File: config.mk
export PLATFORM = sky130hd
export DESIGN_NAME = arm_imm_encoder_flat
export DESIGN_NICKNAME = d
export VERILOG_FILES = /design/src/rtl/arm_imm_pkg.sv /design/src/rtl/arm_imm_encoder_if.sv /design/src/rtl/arm_imm_rot_check.sv /design/src/rtl/arm_imm_encoder.sv /design/src/flat_wrapper.sv
export SDC_FILE = /design/constraint.sdc
export NUM_CORES = 1
export LEC_CHECK = 0
export ABC_AREA = 1
export CORE_MARGIN = 2
export CORE_UTILIZATION = 30
export DETAILED_ROUTE_END_ITERATION = 8
export MAX_ROUTING_LAYER = met4
export PLACE_DENSITY = 0.48
export RECOVER_POWER = 50
export SLEW_MARGIN = 40
export SYNTH_ARGS = -nofsm -noshare
export SYNTH_HDL_FRONTEND = slang
export SYNTH_SLANG_ARGS = --single-unit
export TNS_END_PERCENT = 1
File: constraint.sdc
create_clock -name clk -period 3.4 [get_ports clk]
set_clock_uncertainty 0.2 [all_clocks]
set_input_delay 0.34 -clock clk [delete_from_list [all_inputs] [get_ports clk]]
set_output_delay 0.34 -clock clk [all_outputs]
set_load 0.02 [all_outputs]
File: src/rtl/arm_imm_pkg.sv
// Shared definitions for the ARM data-processing immediate encoder.
// The rotate helper is written so the decode side (Val2) can reuse it.
package arm_imm_pkg;

  localparam int SHIFTER_W = 12;
  localparam int IMM8_W    = 8;
  localparam int ROT_W     = 4;
  localparam int ROT_MAX   = 15;

  typedef enum logic [1:0] {
    IDLE   = 2'd0,
    SEARCH = 2'd1,
    DONE   = 2'd2
  } state_t;

  // True 32-bit rotate right; an amount of 0 returns the value unchanged.
  function automatic logic [31:0] rotr32(input logic [31:0] value, input logic [4:0] amt);
    logic [63:0] doubled;
    doubled = {value, value} >> amt;
    return doubled[31:0];
  endfunction

endpackage

File: src/rtl/arm_imm_encoder_if.sv
// Request/response bundle for the immediate encoder.
// master = requester side, slave = encoder side.
interface arm_imm_encoder_if;
  import arm_imm_pkg::*;

  logic                 in_valid;
  logic                 in_ready;
  logic [31:0]          in_value;
  logic                 out_valid;
  logic                 out_ready;
  logic [SHIFTER_W-1:0] out_shifter;
  logic                 out_found;
  logic                 out_inverted;

  modport master (
    output in_valid, in_value, out_ready,
    input  in_ready, out_valid, out_shifter, out_found, out_inverted
  );

  modport slave (
    input  in_valid, in_value, out_ready,
    output in_ready, out_valid, out_shifter, out_found, out_inverted
  );

endinterface

File: src/rtl/arm_imm_rot_check.sv
// Combinational test of one rotation: does (value ROL 2*rot) fit in 8 bits?
// If it does, imm8 rotated right by 2*rot reproduces value.
module arm_imm_rot_check
  import arm_imm_pkg::*;
(
  input  logic [31:0]       value,
  input  logic [ROT_W-1:0]  rot,
  output logic              fit,
  output logic [IMM8_W-1:0] imm8
);

  logic [4:0]  ror_amt;
  logic [31:0] cand;

  // ROL by 2r is ROR by (32 - 2r) mod 32; the 5-bit wrap handles r=0.
  always_comb begin
    ror_amt = 5'd0 - {rot, 1'b0};
    cand    = rotr32(value, ror_amt);
    fit     = (cand[31:IMM8_W] == '0);
    imm8    = cand[IMM8_W-1:0];
  end

endmodule

File: src/rtl/arm_imm_encoder.sv
// Iterative ARM immediate encoder: tests one rotation per cycle, plain
// form first, then the inverted (MVN) form, lowest rotation wins.
module arm_imm_encoder
  import arm_imm_pkg::*;
(
  input  logic              clk,
  input  logic              rst_n,
  arm_imm_encoder_if.slave  bus
);

  state_t               state_reg, state_next;
  logic [31:0]          val_q, val_next;
  logic [ROT_W-1:0]     rot_q, rot_next;
  logic [SHIFTER_W-1:0] shifter_reg, shifter_next;
  logic                 found_reg, found_next;
  logic                 inv_reg, inv_next;

  logic                 fit_p, fit_n;
  logic [IMM8_W-1:0]    imm_p, imm_n;

  arm_imm_rot_check u_check_p (
    .value (val_q),
    .rot   (rot_q),
    .fit   (fit_p),
    .imm8  (imm_p)
  );

  arm_imm_rot_check u_check_n (
    .value (~val_q),
    .rot   (rot_q),
    .fit   (fit_n),
    .imm8  (imm_n)
  );

  // State, operand and result registers; reset discards any request in flight.
  always_ff @(posedge clk) begin
    if (!rst_n) begin
      state_reg   <= IDLE;
      val_q       <= '0;
      rot_q       <= '0;
      shifter_reg <= '0;
      found_reg   <= 1'b0;
      inv_reg     <= 1'b0;
    end else begin
      state_reg   <= state_next;
      val_q       <= val_next;
      rot_q       <= rot_next;
      shifter_reg <= shifter_next;
      found_reg   <= found_next;
      inv_reg     <= inv_next;
    end
  end

  // Next-state and result selection; results only change when leaving SEARCH.
  always_comb begin
    state_next   = state_reg;
    val_next     = val_q;
    rot_next     = rot_q;
    shifter_next = shifter_reg;
    found_next   = found_reg;
    inv_next     = inv_reg;
    case (state_reg)
      IDLE: begin
        if (bus.in_valid) begin
          val_next   = bus.in_value;
          rot_next   = '0;
          state_next = SEARCH;
        end
      end
      SEARCH: begin
        if (fit_p) begin
          shifter_next = {rot_q, imm_p};
          found_next   = 1'b1;
          inv_next     = 1'b0;
          state_next   = DONE;
        end else if (fit_n) begin
          shifter_next = {rot_q, imm_n};
          found_next   = 1'b1;
          inv_next     = 1'b1;
          state_next   = DONE;
        end else if (rot_q == ROT_W'(ROT_MAX)) begin
          shifter_next = '0;
          found_next   = 1'b0;
          inv_next     = 1'b0;
          state_next   = DONE;
        end else begin
          rot_next = rot_q + 1'b1;
        end
      end
      DONE: begin
        if (bus.out_ready) begin
          state_next = IDLE;
        end
      end
      default: state_next = IDLE;
    endcase
  end

  // Handshake flags decode straight from the registered state.
  always_comb begin
    bus.in_ready     = (state_reg == IDLE);
    bus.out_valid    = (state_reg == DONE);
    bus.out_shifter  = shifter_reg;
    bus.out_found    = found_reg;
    bus.out_inverted = inv_reg;
  end

endmodule

File: src/flat_wrapper.sv
// flat-port wrapper written by rule: the top's interface ports become plain ports
module arm_imm_encoder_flat import arm_imm_pkg::*;
  (clk, rst_n, bus_in_valid, bus_in_value, bus_out_ready, bus_in_ready, bus_out_valid, bus_out_shifter, bus_out_found, bus_out_inverted);
  arm_imm_encoder_if bus_i ();
  input  logic clk;
  input  logic rst_n;
  input wire logic [$bits(bus_i.in_valid)-1:0] bus_in_valid;
  input wire logic [$bits(bus_i.in_value)-1:0] bus_in_value;
  input wire logic [$bits(bus_i.out_ready)-1:0] bus_out_ready;
  output wire logic [$bits(bus_i.in_ready)-1:0] bus_in_ready;
  output wire logic [$bits(bus_i.out_valid)-1:0] bus_out_valid;
  output wire logic [$bits(bus_i.out_shifter)-1:0] bus_out_shifter;
  output wire logic [$bits(bus_i.out_found)-1:0] bus_out_found;
  output wire logic [$bits(bus_i.out_inverted)-1:0] bus_out_inverted;
  assign bus_i.in_valid = bus_in_valid;
  assign bus_i.in_value = bus_in_value;
  assign bus_i.out_ready = bus_out_ready;
  assign bus_in_ready = bus_i.in_ready;
  assign bus_out_valid = bus_i.out_valid;
  assign bus_out_shifter = bus_i.out_shifter;
  assign bus_out_found = bus_i.out_found;
  assign bus_out_inverted = bus_i.out_inverted;
  arm_imm_encoder u_core (.clk(clk), .rst_n(rst_n), .bus(bus_i));
endmodule
==> results by group <==
Power
  • PD cells: 522.3 nW/um^2
  • VDD IR max: 0.1999 mV
  • Clock power share: 26.3%
  • Combinational power share: 45.6%
  • Internal: 1.427 mW
  • Part of the power in registers: 28.1%
  • P_sw: 1.015 mW
  • Switching fraction of total power: 41.55%
  • Leak: 2.015 nW

Drt
  • Via density: 5.139
  • DRT antenna net count: 0
  • Final wirelength: 12690 um
  • DRC: 0
  • First-pass DRT Iterations: 6
  • Avg WL per Cell: 14.61 um
  • Iter 0 DRT Violations: 375
  • Vias: 4461

Clock network
  • Sink Count: 52
  • Hold-fix buffer count after cts: 0
  • Clock Latency Late Sink: 0.29 ns
  • H-tree Lvls: 2
  • CTS max path bufs: 2
  • Post-CTS Resized: 0
  • Total CTS buffers: 5
  • Post-CTS setup buffers: 0
  • CTS tree: yes
  • Reg clk slew, reported paths: 0.07 ns
  • Clk root buf: clkbuf_16

Final layout
  • Syn-to-layout area delta: 19.55%
  • Largest Register: u_core.val_q
  • Fillers: 1414
  • Post-route insts no fill: 868
  • Layout Nets: 734
  • Share of layout cells above drive strength 1: 5.316%
  • Max FFs per register: 32
  • ANT cells: 0
  • Final Cell Area: 4674 um^2

Setup path
  • Reg2reg start: u_core.rot_q[1]
  • Critical path arrival: 3.00 ns
  • Crit path buffers/inverters: 3
  • RR Endpoint: u_core.bus.out_shifter[5]
  • Crit path max-delay family: simple AND/OR/NAND/NOR gates
  • Critical path cell sequence: inv_1 -> ha_1 -> inv_1 -> buf_12 -> nand3_1 -> nand3_1 -> nand3_1 -> nand2_1 -> nand2_1 -> nor2_1 -> nand2_1 -> nor2_1 -> nand2_2 -> nand3_2 -> nand2_4 -> nor2_1 -> nor2_1
  • Worst R2R Path Depth: 17
  • Cell mode on critical path: nor2_1
  • CP endpoint kind: flop
  • Critical path data required time: 3.39 ns
  • Flop2flop setup slack: 0.39 ns
  • Crit path max fanout: 32
  • CP Launch Type: flop
  • Slowest cell on crit path: dfxtp_1
  • Crit path largest cell delay: 0.38 ns
  • Worst Setup SP: u_core.rot_q[1]
  • Crit Path Category: reg2reg

GRT
  • Largest net degree at the start of global routing: 46
  • Layer with the highest usage: met1
  • Met1 Use GR: 28.37%
  • GR Util met3: 2.654%
  • All-Layer GR Usage: 19.16%
  • Initial antenna violation count: 0
  • Met2 global-route usage: 26.77%
  • Vias in the first global route: 4032
  • First-pass GRT wire length: 21110 um
  • Gr ovfl total: 0

Die
  • Core area: 12670 um^2
  • Area of the die: 13960 um^2
  • Die Height: 118.2 um
  • Top Ports: 52
  • Rows: 41
  • Die W: 118.2 um
  • Initial Util: 30.86%

Logic synthesis
  • Flops & latches, synth: 52
  • Top-count cell post-synth: nand3_1
  • Mean Syn Cell Area: 5.827 um^2
  • Mapped Area: 3910 um^2
  • Most common library cells after synthesis: nand3_1, nand2_1, nor2_1
  • Post-synth EDFFs: 0
  • Most used DFF post-synth: dfxtp_1
  • Area leader, netlist: dfxtp_1
  • Yosys cell types: 26
  • Async SR Flop Fraction: 0%
  • Post-synthesis sequential area ratio: 26.62%
  • Largest cells by area after synthesis: dfxtp_1, nand3_1, nand2_1
  • Net Count, Synth: 709
  • Ys Warns: 0
  • Mapped Cells: 671
  • Synth top area share: 26.62%

STA
  • Tmin final: 3.012 ns
  • Worst Tran Pin Value: 0.9570 ns
  • Worst setup margin: 0.3882 ns
  • Hold WS: 0.2685 ns
  • Setup_tns: 0 ns
  • Final period utilization: 88.58%
  • Slew Limit Fails: 0
  • Final-report hold violation count: 0
  • RSZ-0062 raised after global routing: no
  • Max Freq: 0.3320 GHz
  • Rel. slew slack: 36.13%
  • Finish-stage setup viols: 0

Place
  • Area after DPL: 4481 um^2
  • I/O Buffers: 51
  • Placed cells: 861
  • GP Congestion: 0.9274
  • Pre-CTS setup slack: 0.2605 ns
  • DP HPWL: 9913 um

Flow run
  • Maximum Capacitance Violations: 0

Min path
  • Min-delay worst type: reg2reg
  • Hold path start: u_core.bus.out_found
  • Hold EP: u_core.bus.out_found
  • Hold Crit Depth: 2

Run status
  • Status: finished, final reports clean
## power by group through the flow
stage	Sequential [mW]	Clock (mW)	Combinational (mW)
after global routing	0.691	0.685	1.26
after detailed placement	0.700	0	1.10
after floorplan	0.684	0	0.831
final	0.685	0.642	1.11
after global placement	0.699	0	1.11
after CTS	0.685	0.660	1.10
## placed cells by master (no fill, tap or decap)
cell type,n
clkdlybuf4s50_1,37
inv_4,1
dfxtp_1,52
clkbuf_16,5
clkinv_4,1
nand3_1,201
buf_6,1
nand4_1,5
dlygate4sd3_1,14
nor2_4,1
clkbuf_2,1
nor2_1,117
nand2_4,2
nand3b_4,1
ha_1,2
nand2_1,142
o21ai_1,1
buf_4,4
buf_12,2
nor2_2,5
nand2_2,8
nand3_2,1
nand3_4,1
o21ai_0,41
inv_1,20
inv_2,1
bufinv_16,2
a21oi_1,27
## final cells by class
| cell class | count | area (um^2) | area share, % |
|---|---|---|---|
| Multi-Input combinational cell | 555 | 2542 | 54.39 |
| Tap cell | 172 | 215.2 | 4.604 |
| Clock buffer | 5 | 125.1 | 2.677 |
| Timing Repair Buffer | 59 | 596.8 | 12.77 |
| Inverter | 23 | 93.84 | 2.007 |
| Sequential cell | 52 | 1041 | 22.27 |
| Clock inverter | 2 | 60.06 | 1.285 |
## how the worst max path moves through the flow
stage	end	depth (start not counted)
after floorplan	u_core.bus.out_inverted	21
after global placement	u_core.bus.out_shifter[5]	16
after detailed placement	u_core.bus.out_shifter[1]	16
after CTS	u_core.bus.out_shifter[1]	16
after global routing	u_core.bus.out_shifter[1]	18
final	u_core.bus.out_shifter[5]	17
## routing by layer
| metal | wire length, um | vias up | part of all wire (%) |
|---|---|---|---|
| met1 | 6405 | 2003 | 50 |
| met3 | 776 | 21 | 6.1 |
| li1 | - | 2293 | - |
| met4 | 304 | 0 | 2.4 |
| met5 | 0 | - | 0 |
| met2 | 5199 | 144 | 41 |
## worst min-delay path, cell delays in order (launching register included)
cell,delay [ns]
dfxtp_1,0.31
nand2_1,0.06
a21oi_1,0.06
## stage by stage
step                total power, mW  util [%]
detailed placement            1.798     35.36
global placement              1.808     35.36
floorplan                     1.514         -
finish                        2.442     36.89
CTS                           2.446     36.82
global route                  2.638     36.89
## cells by family after synthesis
group	Yosys count	synth area share (%)
AND/OR/NAND/NOR	484	55.36
AO/OA/AOI/OAI	69	8.832
buffers and inverters	64	8.544
flip-flops	52	26.62
adder cells (fa/ha/maj)	2	0.6399
Note: power is estimated with default switching activity, not from simulation.
